==> src/rtl/piso_serializer_pkg.sv <==
// Shared definitions for the serial link: FSM encodings and default word size,
// so the serializer and the downstream deserializer agree on framing.
package piso_serializer_pkg;

  typedef logic [0:0] state_t;

  localparam state_t ST_IDLE  = 1'b0;
  localparam state_t ST_SHIFT = 1'b1;

  localparam int DEFAULT_WIDTH = 8;

endpackage

==> src/rtl/piso_serializer.sv <==
// Parallel-in serial-out stage: takes a word over valid/ready and emits one bit
// per advancing clock, with stall, frame_last marker and zero-gap reload.
//
// state    | meaning
// ---------+--------------------------------------------------------------
// ST_IDLE  | no word held; load_ready=1, serial_valid=0
// ST_SHIFT | word held; bit selected by count is on serial_out
module piso_serializer
  import piso_serializer_pkg::*;
#(
  parameter int WIDTH     = DEFAULT_WIDTH,
  parameter bit MSB_FIRST = 1'b1
) (
  input  logic             clk,
  input  logic             clr,
  input  logic [WIDTH-1:0] load_data,
  input  logic             load_valid,
  output logic             load_ready,
  input  logic             shift_en,
  output logic             serial_out,
  output logic             serial_valid,
  output logic             frame_last
);

  localparam int CW = $clog2(WIDTH);
  localparam logic [CW-1:0] LAST_CNT = CW'(WIDTH - 1);

  state_t           state;
  logic [WIDTH-1:0] data_reg;
  logic [CW-1:0]    count;
  logic [CW-1:0]    bit_idx;
  logic             is_last;

  assign is_last      = (state == ST_SHIFT) && (count == LAST_CNT);
  assign frame_last   = is_last;
  assign serial_valid = (state == ST_SHIFT);
  assign load_ready   = (state == ST_IDLE) || (is_last && shift_en);

  // The word is held unshifted; the counter selects which bit is presented.
  assign bit_idx    = MSB_FIRST ? (LAST_CNT - count) : count;
  assign serial_out = (state == ST_SHIFT) ? data_reg[bit_idx] : 1'b0;

  always_ff @(posedge clk or posedge clr) begin
    if (clr) begin
      state    <= ST_IDLE;
      data_reg <= '0;
      count    <= '0;
    end else begin
      case (state)
        ST_IDLE: begin
          if (load_valid) begin
            state    <= ST_SHIFT;
            data_reg <= load_data;
            count    <= '0;
          end
        end
        ST_SHIFT: begin
          if (shift_en) begin
            if (count == LAST_CNT) begin
              // Reload on the last consumed bit keeps back-to-back words gapless.
              if (load_valid) begin
                data_reg <= load_data;
                count    <= '0;
              end else begin
                state <= ST_IDLE;
              end
            end else begin
              count <= count + CW'(1);
            end
          end
        end
        default: begin
          state <= ST_IDLE;
        end
      endcase
    end
  end

endmodule
==> config.mk <==
export PLATFORM = sky130hd
export DESIGN_NAME = piso_serializer
export DESIGN_NICKNAME = d
export VERILOG_FILES = /design/src/rtl/piso_serializer_pkg.sv /design/src/rtl/piso_serializer.sv
export SDC_FILE = /design/constraint.sdc
export NUM_CORES = 1
export LEC_CHECK = 0
export CORE_MARGIN = 5
export CORE_UTILIZATION = 39
export DETAILED_ROUTE_END_ITERATION = 12
export PLACE_DENSITY_LB_ADDON = 0.25
export SYNTH_ARGS = -nofsm -noshare
export SYNTH_HDL_FRONTEND = slang
export SYNTH_SLANG_ARGS = --single-unit
==> constraint.sdc <==
create_clock -name clk -period 3.17 [get_ports clk]
set_input_delay 0.317 -clock clk [delete_from_list [all_inputs] [get_ports clk]]
set_output_delay 0.317 -clock clk [all_outputs]
set_load 0.01 [all_outputs]
* After elaboration in Yosys (flattened, before gate mapping) *
Cells that the tools add are included.

storage, ports and cells
  input port bits = 12
  logic and storage cells = 29
  bits in registers = 12
  output and inout bits = 4

cells by class
  order comparisons = 1
  add/subtract/negate cells = 2
  bitwise operators = 1
  equal/unequal tests = 3
  muxes and demuxes = 15
  reductions and logical operators = 4

operators by type and width
  cell                 number
  $mux 8               3
  $pmux 8 s2           1
  $mux 3               3
  $pmux 3 s2           1
  $mux 1               5
  $lt 3x4->1 const B   1
  $add 3x1->3 const B  1
  $bmux 1 s3           1
  $eq 3x3->1 const B   1
  $sub 3x3->3 const A  1
  $logic_and 1x1->1    2
  $ne 2x1->1 const B   1
  $ne 2x2->1 const B   1
  $pmux 1 s2           1
  $reduce_and 2->1     1
  $logic_or 1x1->1     1
  $not 1->1            1

* Longest topological paths before layout *
  word-level depth = 4
  depth in mapped cells = 6
  mapped depth without buffers = 5

* Least setup slack after synthesis *
Ideal clock, no wire load.

  kind = reg2reg
  from = register count[0]
  to = register data_reg[0]
  data required time = 3.045 ns
  data arrival time = 1.441 ns
  library setup time = 0.125 ns
  stages on the path, launching flop included = 7
  path buffers = 1
  clock period less this slack = 1.566 ns
  path slack = 1.604 ns
  cells stage by stage = dfrtp_1 -> ha_1 -> ha_1 -> nand2_1 -> a21o_1 -> buf_6 -> mux2_4

on the way
  cells in the longest elaborated chain, start to end = 3

RTL lines
  element                     RTL line               RTL
  start, declared             piso_serializer.sv:30  logic [CW-1:0] count;
  start signal, assigned      piso_serializer.sv:68  count <= count + CW'(1);
  $eq 3x3->1                  piso_serializer.sv:59  if (count == LAST_CNT) begin
  $ne 2x1->1 (no line)        n/a
  $reduce_and 2->1 (no line)  n/a
  end signal, assigned        piso_serializer.sv:53  data_reg <= load_data;
  end signal, assigned        piso_serializer.sv:62  data_reg <= load_data;
  end, declared               piso_serializer.sv:29  logic [WIDTH-1:0] data_reg;

No other way between the ends.
A chain may end at the register's enable or synchronous reset.

* Final worst setup path *
  from = register count[2]
  to = output serial_out

on the way
  cells in the longest elaborated chain, start to end = 4

RTL lines
  element                       RTL line               RTL
  $sub 3x3->3                   piso_serializer.sv:40  assign bit_idx = MSB_FIRST ? (LAST_CNT - count) : count;
  $bmux 1 s3                    piso_serializer.sv:41  assign serial_out = (state == ST_SHIFT) ? data_reg[bit_idx] : 1'b0;
  $mux 1 (not written as such)  piso_serializer.sv:41
  $mux 1                        piso_serializer.sv:41
  end, declared                 piso_serializer.sv:20  output logic serial_out,

No other way between the ends. The select of a mux whose other input is x is not followed.

==> results.yml <==
cells_and_area:
  seq_area_um2: 300
  num-fill-cells: 159
  multiInputGateArea_um2: 334
  drive_above_1_share_pct: 22.1
  largest_reg_flops: 8
  diodes: 0
  final_net_count: 85
  syn2layout_area_growth_pct: 26.1
global_route:
  grt_overflow: 0
  grt_max_degree: 13
  first_global_vias: 448
  grtUsageTotal_pct: 9.99
  wire_length_of_the_first_global_routing_pass_mm: 2.00
  grt_antenna_before_repair: 0
cts:
  holdBufCountCts: 0
  clock_sink_count: 12
  htree_levels: 1
  tritoncts_clock_tree: "built"
  clock_latency_ns: 0.26
  post_cts.resized_instances: 0
  cts_buffers: 3
  cts.path.max_buffers: 2
  cts-root-buf: "sky130_fd_sc_hd__clkbuf_4"
  post_cts_setup_bufs: 0
  path_clk_slew_ns: 0.07
timing:
  postLayoutSetupSlackWorst_ns: 0.850
  timing.slew.headroom_pct: 68.3
  tightestPinTransition_ns: 0.475
  slew_violations: 0
  fin_worst_skew_ns: 0.00248
  layout_worst_path_cycle_share_pct: 73.2
  finalHoldViolations: 0
  timing.final.setup_violations: 0
  clock.fmax_mhz: 431
  finalSetupTns_ns: 0
  timing.final.crit_period_ns: 2.32
  rsz_0062_raised_after_global_routing: "no"
power:
  power_report.internal_total_uw: 483
  static-leakage-power_uw: 0.000413
  pwr-share-seq_pct: 41.7
  share_of_total_power_consumed_by_net_switching_pct: 30.0
  switchingPower_uw: 208
  pwr-share-clk_pct: 13.0
  combinationalPowerShare_pct: 45.2
  power.ir.vdd_worst_uv: 272
  power.density_nw_per_um2: 816
critical_path:
  critical_path_depth: 4
  cp_top_family: "multiplexers"
  critPathArrivalTime_ns: 2.00
  critical-path-slowest-cell: "sky130_fd_sc_hd__mux4_1"
  reg2reg_setup_slack_ns: 1.30
  rr_endpoint: "data_reg[7]"
  critPathLaunchType: "flop"
  worstRegToRegCells: 5
  launching_instance_or_port_of_the_critical_path: "count[2]"
  path_max_fanout: 7
  critical_path.n_buffers_inverters: 1
  critical_path.reg2reg.startpoint: "count[0]"
  crit_path_end: "serial_out"
  timing.critical_path.slowest_cell_delay_ns: 0.60
  path_cells: "mux4_1 > nor2_1 > a311oi_1 > clkdlybuf4s50_1"
  crit_path_end_kind: "primary output"
  critical_path_required_ns: 2.85
  crit_type: "flop to primary output"
logic_synthesis:
  yosys_register_bits: 12
  postSynthAreaPerCell_um2: 12.9
  synth_fp_nets: 67
  synth_simple_gate_area_share_pct: 6.15
  sequential_share_of_the_synthesized_area_pct: 44.7
  yosysWarnings: 0
  synth_top_family_by_area: "multiplexers"
  synth_adder_area_share_pct: 5.59
  share_of_synthesized_area_spent_on_multiplexers_pct: 26.6
  synthDistinctLibCells: 21
  synthesis.area_um2: 672
  postSynthCellCount: 52
  synth_compound_area_share_pct: 11.4
  synth_xor_xnor_area_share_pct: 0
route:
  drt_pre_antenna_iters: 2
  drt-total-wl_mm: 1.21
  drc: 0
  ant_nets: 0
  drtIter0Drc: 11
  post_drt_via_cell_ratio: 5.24
  dr_wl_cell_um: 14.2
  route.vias.total: 445
job:
  maxCapViolCount: 0
status:
  status: "completed"
die:
  die-area_um2: 2650
  die-height_um: 51.5
  die-width_um: 51.5
  ios: 16
  floorplan.initialDensity_pct: 39.8
  floorplan.core_area_um2: 1690
  rows: 15
place:
  port-buffer-count: 15
  place.gp.congestion: 0.831
  dp.final_hpwl_um: 918
  post-place-ws_ns: 1.14
hold_path:
  min-delay-path-class: "primary input to asynchronous set/reset pin"
## worst min path at each step
stage | cells after the start | to
floorplan | 1 | count[0]
global placement | 1 | data_reg[4]
detailed placement | 1 | data_reg[4]
CTS | 2 | data_reg[1]
global route | 2 | data_reg[5]
finish | 2 | data_reg[3]
## stage by stage
step	utilization [%]	instance area (um2)	hold slack [ns]	instances	total power, uW
after floorplan	-	672	0.182	52	510
after global placement	48.8	825	0.496	82	597
after detailed placement	48.8	825	0.495	82	607
after CTS	50.1	847	0.362	85	701
after global routing	50.1	847	0.402	85	736
final	50.1	847	0.355	85	691
## layout by cell type, fill, tap and decap left out
cell	count
sky130_fd_sc_hd__inv_1	5
sky130_fd_sc_hd__a32o_1	1
sky130_fd_sc_hd__a311oi_1	1
sky130_fd_sc_hd__a22o_1	2
sky130_fd_sc_hd__and2_1	1
sky130_fd_sc_hd__nand2_1	4
sky130_fd_sc_hd__o31ai_1	1
sky130_fd_sc_hd__a21o_1	1
sky130_fd_sc_hd__a22o_2	2
sky130_fd_sc_hd__clkdlybuf4s50_1	15
sky130_fd_sc_hd__nor2_1	2
sky130_fd_sc_hd__a21oi_1	1
sky130_fd_sc_hd__ha_1	3
sky130_fd_sc_hd__mux2_4	8
sky130_fd_sc_hd__mux4_1	1
sky130_fd_sc_hd__dfrtp_1	12
sky130_fd_sc_hd__mux2_2	2
sky130_fd_sc_hd__mux2i_1	1
sky130_fd_sc_hd__clkbuf_4	3
sky130_fd_sc_hd__nand2b_1	1
sky130_fd_sc_hd__nor2b_1	1
## kinds of logic after synthesis
logic type / count (synthesis)
buf+inv: 7
flops: 12
compound gates: 9
fa+ha+maj: 3
simple gates: 9
mux: 12
## routing by layer
layer / global-route usage (%) / share of wire (%) / vias up
li1: - / - / 220
met1: 13.3 / 46 / 218
met2: 15.0 / 50 / 7
met3: 2.29 / 4.0 / 0
met4: 5.24 / 0 / 0
met5: 0 / 0 / -
## cells in the mapped netlist
| cell type | instances | area (um2) |
|---|---|---|
| sky130_fd_sc_hd__a21o_1 | 1 | 7.51 |
| sky130_fd_sc_hd__a21oi_1 | 1 | 5.00 |
| sky130_fd_sc_hd__a22o_1 | 2 | 17.5 |
| sky130_fd_sc_hd__a22o_2 | 2 | 20.0 |
| sky130_fd_sc_hd__a311oi_1 | 1 | 8.76 |
| sky130_fd_sc_hd__a32o_1 | 1 | 10.0 |
| sky130_fd_sc_hd__and2_1 | 1 | 6.26 |
| sky130_fd_sc_hd__buf_4 | 1 | 7.51 |
| sky130_fd_sc_hd__buf_6 | 1 | 11.3 |
| sky130_fd_sc_hd__dfrtp_1 | 12 | 300 |
| sky130_fd_sc_hd__ha_1 | 3 | 37.5 |
| sky130_fd_sc_hd__inv_1 | 5 | 18.8 |
| sky130_fd_sc_hd__mux2_2 | 2 | 22.5 |
| sky130_fd_sc_hd__mux2_4 | 8 | 120 |
| sky130_fd_sc_hd__mux2i_1 | 1 | 10.0 |
| sky130_fd_sc_hd__mux4_1 | 1 | 26.3 |
| sky130_fd_sc_hd__nand2_1 | 4 | 15.0 |
| sky130_fd_sc_hd__nand2b_1 | 1 | 6.26 |
| sky130_fd_sc_hd__nor2_1 | 2 | 7.51 |
| sky130_fd_sc_hd__nor2b_1 | 1 | 6.26 |
| sky130_fd_sc_hd__o31ai_1 | 1 | 7.51 |
## power groups by stage
stage | Sequential (uW) | Combinational (uW) | Clock, uW
4_1_cts | 289 | 316 | 96.1
6_report | 288 | 312 | 90.1
5_1_grt | 301 | 333 | 102
2_1_floorplan | 269 | 240 | 0
3_3_place_gp | 292 | 305 | 0
3_5_place_dp | 293 | 315 | 0
## cell type report
cell class	count	share of cell area (%)
clock buffers	3	2.66
inverters	5	2.22
multi-input cells	33	39.4
flip-flops and latches	12	35.5
well taps	17	2.51
repair buffers	15	17.7
Power figures use the tool's default switching activity.
